$ cat config.mk
export PLATFORM = sky130hd
export DESIGN_NAME = phy_mdio_link_mgr
export DESIGN_NICKNAME = d
export VERILOG_FILES = /design/src/rtl/phy_mdio_link_mgr.sv
export SDC_FILE = /design/constraint.sdc
export NUM_CORES = 1
export LEC_CHECK = 0
export ABC_CLOCK_PERIOD_IN_PS = 5800
export BUFFER_PORTS_ARGS = -buffer_cell sky130_fd_sc_hd__buf_2
export CAP_MARGIN = 20
export CORE_ASPECT_RATIO = 1.1
export CORE_UTILIZATION = 55
export DETAILED_ROUTE_END_ITERATION = 8
export PLACE_DENSITY = 0.85
export SLEW_MARGIN = 20
export SYNTH_ARGS = -nofsm -noshare
export SYNTH_HDL_FRONTEND = slang
export SYNTH_SLANG_ARGS = --single-unit
$ cat constraint.sdc
create_clock -name clk_50_max10 -period 5.8 [get_ports clk_50_max10]
set_clock_uncertainty 0.1 [all_clocks]
set_input_delay 0.58 -clock clk_50_max10 [delete_from_list [all_inputs] [get_ports clk_50_max10]]
set_output_delay 0.58 -clock clk_50_max10 [all_outputs]
set_load 0.02 [all_outputs]
$ cat src/rtl/phy_mdio_link_mgr.sv
// Clause-22 MDIO master: periodic PHY status poll plus host register
// access, decoding speed/duplex/link for the MAC and TX clock mux.
module phy_mdio_link_mgr #(
  parameter logic [4:0]  PHY_ADDR      = 5'd0,
  parameter logic [4:0]  STATUS_REG    = 5'd17,
  parameter int unsigned MDC_DIV       = 10,
  parameter int unsigned POLL_INTERVAL = 500000
) (
  input  logic        clk_50_max10,
  input  logic        fpga_resetn,
  output logic        enet_mdc,
  input  logic        mdio_in,
  output logic        mdio_out,
  output logic        mdio_oen,
  input  logic        req_valid,
  output logic        req_ready,
  input  logic        req_write,
  input  logic [4:0]  req_reg,
  input  logic [15:0] req_wdata,
  output logic        rsp_valid,
  output logic [15:0] rsp_rdata,
  output logic        link_up,
  output logic [1:0]  link_speed,
  output logic        full_duplex,
  output logic        set_1000,
  output logic        set_10,
  output logic        speed_change
);

  localparam int TW = $clog2(POLL_INTERVAL);
  localparam logic [TW-1:0] T_LAST = TW'(POLL_INTERVAL - 1);
  localparam logic [7:0]    D_LAST = 8'(MDC_DIV - 1);

  typedef enum logic [1:0] {
    S_IDLE,
    S_FRAME,
    S_DONE
  } state_e;

  state_e state_q, state_d;

  logic [TW-1:0] timer_q, timer_d;
  logic          poll_pend_q, poll_pend_d;
  logic          last_host_q, last_host_d;
  logic          host_q, host_d;
  logic          wr_q, wr_d;
  logic [7:0]    div_q, div_d;
  logic          hi_q, hi_d;
  logic [5:0]    bit_q, bit_d;
  logic [63:0]   sh_q, sh_d;
  logic [15:0]   rx_q, rx_d;
  logic          mdc_q, mdc_d;
  logic          out_q, out_d;
  logic          oen_q, oen_d;
  logic          link_q, link_d;
  logic [1:0]    spd_q, spd_d;
  logic          dup_q, dup_d;
  logic          s1000_q, s1000_d;
  logic          s10_q, s10_d;
  logic          chg_q, chg_d;

  logic        idle;
  logic        wrap;
  logic        div_end;
  logic        grant_poll;
  logic        grant_host;
  logic        frm_wr;
  logic [4:0]  frm_reg;
  logic [63:0] frame;

  assign idle    = (state_q == S_IDLE);
  assign wrap    = (timer_q == T_LAST);
  assign div_end = (div_q == D_LAST);

  // Alternate poll/host under contention so neither side starves
  assign req_ready  = fpga_resetn & idle & ~(poll_pend_q & last_host_q);
  assign grant_poll = idle & poll_pend_q & (~req_valid | last_host_q);
  assign grant_host = ~grant_poll & req_valid & req_ready;

  assign frm_wr  = grant_host & req_write;
  assign frm_reg = grant_host ? req_reg : STATUS_REG;
  assign frame   = {32'hFFFF_FFFF, 2'b01,
                    frm_wr ? 2'b01 : 2'b10,
                    PHY_ADDR, frm_reg,
                    frm_wr ? 2'b10 : 2'b11,
                    frm_wr ? req_wdata : 16'hFFFF};

  always_ff @(posedge clk_50_max10) begin
    if (!fpga_resetn) begin
      state_q     <= S_IDLE;
      timer_q     <= '0;
      poll_pend_q <= 1'b0;
      last_host_q <= 1'b0;
      host_q      <= 1'b0;
      wr_q        <= 1'b0;
      div_q       <= '0;
      hi_q        <= 1'b0;
      bit_q       <= '0;
      sh_q        <= '0;
      rx_q        <= '0;
      mdc_q       <= 1'b0;
      out_q       <= 1'b1;
      oen_q       <= 1'b1;
      link_q      <= 1'b0;
      spd_q       <= 2'd1;
      dup_q       <= 1'b0;
      s1000_q     <= 1'b0;
      s10_q       <= 1'b0;
      chg_q       <= 1'b0;
    end else begin
      state_q     <= state_d;
      timer_q     <= timer_d;
      poll_pend_q <= poll_pend_d;
      last_host_q <= last_host_d;
      host_q      <= host_d;
      wr_q        <= wr_d;
      div_q       <= div_d;
      hi_q        <= hi_d;
      bit_q       <= bit_d;
      sh_q        <= sh_d;
      rx_q        <= rx_d;
      mdc_q       <= mdc_d;
      out_q       <= out_d;
      oen_q       <= oen_d;
      link_q      <= link_d;
      spd_q       <= spd_d;
      dup_q       <= dup_d;
      s1000_q     <= s1000_d;
      s10_q       <= s10_d;
      chg_q       <= chg_d;
    end
  end

  always_comb begin
    state_d = state_q;
    unique case (state_q)
      S_IDLE:  if (grant_poll || grant_host) state_d = S_FRAME;
      S_FRAME: if (hi_q && div_end && bit_q == 6'd63) state_d = S_DONE;
      S_DONE:  state_d = S_IDLE;
      default: state_d = S_IDLE;
    endcase
  end

  always_comb begin
    timer_d     = wrap ? '0 : timer_q + 1'b1;
    poll_pend_d = grant_poll ? 1'b0 : (poll_pend_q | wrap);
    last_host_d = last_host_q;
    host_d      = host_q;
    wr_d        = wr_q;
    div_d       = div_q;
    hi_d        = hi_q;
    bit_d       = bit_q;
    sh_d        = sh_q;
    rx_d        = rx_q;
    mdc_d       = mdc_q;
    out_d       = out_q;
    oen_d       = oen_q;
    link_d      = link_q;
    spd_d       = spd_q;
    dup_d       = dup_q;
    unique case (state_q)
      S_IDLE: begin
        if (grant_poll || grant_host) begin
          last_host_d = grant_host;
          host_d      = grant_host;
          wr_d        = frm_wr;
          div_d       = '0;
          hi_d        = 1'b0;
          bit_d       = '0;
          sh_d        = frame;
          rx_d        = '0;
          mdc_d       = 1'b0;
          out_d       = frame[63];
          oen_d       = 1'b0;
        end
      end
      S_FRAME: begin
        div_d = div_end ? '0 : div_q + 8'd1;
        if (div_end && !hi_q) begin
          hi_d  = 1'b1;
          mdc_d = 1'b1;
          if (!wr_q && bit_q >= 6'd48) rx_d = {rx_q[14:0], mdio_in};
        end else if (div_end) begin
          hi_d  = 1'b0;
          mdc_d = 1'b0;
          if (bit_q == 6'd63) begin
            out_d = 1'b1;
            oen_d = 1'b1;
          end else begin
            bit_d = bit_q + 6'd1;
            sh_d  = {sh_q[62:0], sh_q[63]};
            out_d = sh_q[62];
            // Reads release the bus from the turnaround onwards
            oen_d = ~wr_q & (bit_q >= 6'd45);
          end
        end
      end
      S_DONE: begin
        if (!host_q && rx_q[11]) begin
          link_d = rx_q[10];
          dup_d  = rx_q[13];
          if (rx_q[15:14] != 2'b11) spd_d = rx_q[15:14];
        end
      end
      default: ;
    endcase
    s1000_d = (spd_d == 2'd2);
    s10_d   = (spd_d == 2'd0);
    chg_d   = (spd_d != spd_q);
  end

  assign enet_mdc     = mdc_q;
  assign mdio_out     = out_q;
  assign mdio_oen     = oen_q;
  assign rsp_valid    = (state_q == S_DONE) & host_q;
  assign rsp_rdata    = (rsp_valid & ~wr_q) ? rx_q : 16'h0000;
  assign link_up      = link_q;
  assign link_speed   = spd_q;
  assign full_duplex  = dup_q;
  assign set_1000     = s1000_q;
  assign set_10       = s10_q;
  assign speed_change = chg_q;

endmodule
* After elaboration in Yosys (flattened, before gate mapping)
Index checks and enable logic that the tools add are counted.
Storage, ports and cells: register bits after elaboration 128, input bits 26, output and inout bits 28, logic and storage cells 120
Cells by class: $add $sub $neg 3, $lt $le $gt $ge 2, equality and inequality tests 16, muxes and demuxes 41, bitwise operators 18, reduce and logical (&&, ||, !) cells 22
Operators with widths (count):
- $mux 64 | 4
- $pmux 64 s2 | 1
- $mux 16 | 5
- $pmux 16 s2 | 1
- $mux 6 | 4
- $add 19x1->19 const B | 1
- $eq 19x19->1 const B | 1
- $mux 8 | 2
- $pmux 8 s2 | 1
- $ne 2x2->1 const B | 7
- $ge 6x6->1 const B | 2
- $mux 2 | 6
- $pmux 6 s2 | 1
- $and 1x1->1 | 11
- $mux 1 | 11
- $add 8x1->8 const B | 1
- $eq 8x4->1 const B | 1
- $reduce_and 2->1 | 4
- $reduce_and 4->1 | 2
- $add 6x1->6 const B | 1
- $eq 6x6->1 const B | 1
- $pmux 1 s2 | 3
- $logic_and 1x1->1 | 5
- $mux 5 | 1
- 15 further kinds | 25

* Logic depth before layout (Yosys ltp)
depth after elaboration 10, mapped depth 8, mapped depth without buffers 7

* Worst setup path after synthesis
No wires, ideal clock.
path type flip-flop to output port, from register state_q[1], to output port rsp_rdata[10], data arrival time 1.367 ns, data required time 5.120 ns, path slack 3.753 ns, stages on the path, launching flop included 5, buffers on the path 2, cell sequence dfxtp_1 > and3b_1 > clkbuf_1 > clkbuf_1 > and3_1
On the way: longest elaborated chain between the ends 4
Ends and longest elaborated chain:
- from (decl) | line 40 | state_e state_q, state_d;
- from (signal assigned) | line 111 | state_q <= state_d;
- $eq 2x2->1 | line 215 | assign rsp_valid = (state_q == S_DONE) & host_q;
- $and 1x1->1 | line 215
- named net rsp_valid | line 20 | output logic rsp_valid,
- $and 1x1->1 | line 216 | assign rsp_rdata = (rsp_valid & ~wr_q) ? rx_q : 16'h0000;
- $mux 16 | line 216
- to (decl) | line 21 | output logic [15:0] rsp_rdata,
The timed path passes the listed nets, and every way through them passes these cells.

* Worst setup path after layout
from register state_q[0], to register sh_q[31]
On the way: longest elaborated chain between the ends 9, elaborated cells between the ends (all ways) 17, those cells by class eq/ne: 5; mux: 1; bitwise: 7; reduce/logical: 4
Ends and longest elaborated chain:
- $logic_not 2->1 | line 71, 161
- $and 1x1->1 (2 in series) | line 77 | assign grant_poll = idle & poll_pend_q & (~req_valid | last_host_q);
- $not 1->1 | line 78 | assign grant_host = ~grant_poll & req_valid & req_ready;
- $and 1x1->1 (2 in series) | line 78
- $logic_or 1x1->1 | line 163 | if (grant_poll || grant_host) begin
- $ne 2x1->1 (no line)
- $reduce_and 5->1 (no line)
- to (signal assigned) | line 99 | sh_q <= '0;
- to (signal assigned) | line 120 | sh_q <= sh_d;
- to (decl) | line 50 | logic [63:0] sh_q, sh_d;
Several ways; a longest one is shown, not always the timed one. A chain may end at the register's enable or synchronous reset.

==> results.yml <==
timing:
  max_freq_mhz: 325
  tightest_slew_ns: 1.07
  maxSlewHeadroom_pct: 28.6
  min_period_over_period_pct: 53.1
  setup_tns_ns: 0
  min_period_ns: 3.08
  setup_viol: 0
  slew_violations: 0
  rsz0062_at_grt: "false"
  hold_viol: 0
die:
  initial_utilization_pct: 57.4
  core-area_sq_um: 9440
  io_pins: 54
  dieArea_sq_um: 10200
  rows: 37
  die_x_um: 96.6
  die_h_um: 106
setup_path:
  crit_required_ns: 6.12
  cp_slowest_cell: "nor2b_2"
  critical-path-top-delay-family: "simple AND/OR/NAND/NOR gates"
  critical_path_depth: 6
  slowest_delay_ns: 0.71
  cp_data_arrival_time_ns: 3.40
  critical_path_class: "reg2reg"
  r2r_cells: 6
  critPathBufInv: 1
  path_cells: "nor2b_2 -> nand4_1 -> nor2_2 -> buf_4 -> nand3_1 -> a21oi_1"
  critPathLaunchType: "flop"
  cp_max_fo: 23
  cp-end-kind: "flop"
  r2r_slack_ns: 2.72
logic_synthesis:
  syn_nets: 691
  synthArstFlopShare_pct: 0
  syn_area_sq_um: 5420
  yosysTopAreaCellShare_pct: 47.3
  yosys_warnings: 0
  syn_area_per_cell_sq_um: 8.22
  synth_area_leaders: "dfxtp_1 (47%), nor3_1 (11%), o21ai_0 (3.9%)"
  synth.distinct_cells: 56
  synth_edf_count: 0
  synth_top_area_cell: "dfxtp_1"
  syn-instance-count: 659
  ys_ff_latch: 128
  yosysSeqAreaShare_pct: 47.3
  synthFlopType: "dfxtp_1"
global_route:
  grt_use_total_pct: 25.6
  grt_pass1_vias: 4599
  antenna_found_initial: 0
  grt_overflow: 0
  grt_pass1_wl_um: 21500
  grt_max_degree: 65
routing:
  drt_iter0_drc: 378
  drtPass1Iterations: 5
  wire_per_inst_um: 15.5
  vias: 5040
  drt-vias-per-instance: 6.18
  wl_um: 12700
  drc: 0
  ant_nets: 0
power:
  p_seq_share_pct: 46.4
  ir_drop_v: 0.000197
  power.leakage_nw: 2.38
  p_per_area_nw_per_um2: 325
  clkPwrFrac_pct: 47.2
  total_power_mw: 2.02
  internal_power_mw: 1.50
  p_comb_share_pct: 6.4
  switching_share_pct: 25.7
  switching_power_mw: 0.517
clock_network:
  clock_path_buffers: 2
  cts_root_buf: "clkbuf_8"
  cts_buffers: 17
  clk_pin_slew_ns: 0.06
  holdBufCountCts: 0
  cts_tree: "built"
  cts-resized-gates: 0
  cts_setup_buffers: 0
  insertion_delay_ns: 0.52
  cts.htree.levels: 4
  clock-sinks: 128
placed_design:
  dp.cells: 784
  hpwl_um: 7680
  gp_congestion: 0.833
  port_buffers: 53
layout:
  layout_commonest_cell: "dfxtp_1"
  layout.nets: 718
  syn_to_final_growth_pct: 14.7
  fin_util_pct: 65.8
  layout_common_cells: "dfxtp_1 (128), nor3_1 (115), nor2_1 (53), buf_2 (53), nand2_1 (51)"
  final_cell_count_no_fill: 816
  drive_above_1_share_pct: 15.3
  num_antenna_cells: 0
  n_fill_cell: 754
job:
  timing.max_cap.violations: 0
status:
  run_status: "complete, no violations"
worst_hold_path:
  hp-class: "in2reg"
  whs_path_depth: 3
-- layout make-up --
class	count	area (sq um)	area share (%)
Clock inverter	14	106	1.71
Timing Repair Buffer	57	295	4.75
Sequential cell	128	2560	41.3
Multi-Input combinational cell	475	2650	42.6
Inverter	7	26.3	0.423
Clock buffer	18	428	6.89
Tap cell	117	146	2.36
-- worst paths after layout --
| path | startpoint | to |
|---|---|---|
| worst max-delay path | state_q[0] | sh_q[31] |
| worst min-delay path | mdio_in | rx_q[0] |
| worst max register to register | state_q[0] | sh_q[31] |
| worst min register to register | sh_q[16] | sh_q[16] |
-- cells by family after synthesis --
kind of cell	after synthesis	synth area share, %
AO/OA/AOI/OAI	115	12.6
XOR/XNOR	17	2.75
adder cells (fa/ha/maj)	6	1.39
buffers and inverters	56	4.23
flip-flops	128	47.3
multiplexers	2	0.370
AND/OR/NAND/NOR	335	31.4
-- cells in the mapped netlist (all sizes together) (3+ instances only) --
master,number
dfxtp,128
xor2,10
o22ai,18
and3,27
nand4,25
nor3,115
a221oi,3
a31oi,3
nand3,33
nor2,55
or3,3
nor4b,3
buf,14
nand2,52
nand2b,3
and4,4
inv,7
xnor2,7
ha,6
o221ai,3
clkbuf,35
a21oi,31
o21ai,45
-- worst min-delay path, stage by stage --
cell and delay, ns:
buf_2 0.08, nand4_1 0.07, o21ai_0 0.07
-- layer usage --
layer | up-vias | track usage [%] | wire (um)
li1 | 2446 | - | -
met1 | 2409 | 31.4 | 5470
met2 | 153 | 42.7 | 6300
met3 | 32 | 5.06 | 634
met4 | 0 | 13.0 | 271
met5 | - | 0 | 0
-- power by group through the flow --
stage / combinational, mW / clock [mW] / sequential, mW
3_5_place_dp: 0.126 / 0 / 0.953
6_report: 0.129 / 0.951 / 0.935
3_3_place_gp: 0.121 / 0 / 0.951
5_1_grt: 0.145 / 1.00 / 0.938
2_1_floorplan: 0.0971 / 0 / 0.948
4_1_cts: 0.129 / 0.964 / 0.934
-- state kept, by name, summed over array words and instances (netlist names), 2 cells and up --
register and count:
state_q 2, bit_q 6, timer_q 19, div_q 8
link_speed 2, sh_q 64, rx_q 16
-- through the flow --
stage	area (sq um)	hold WS, ns	setup WS, ns
6_report	6210	0.214	2.72
5_1_grt	6210	0.249	2.48
4_1_cts	6210	0.198	2.84
2_1_floorplan	5420	0.325	3.75
3_3_place_gp	5670	0.338	3.01
3_5_place_dp	5670	0.347	2.88
Power figures use the tool's default switching activity.
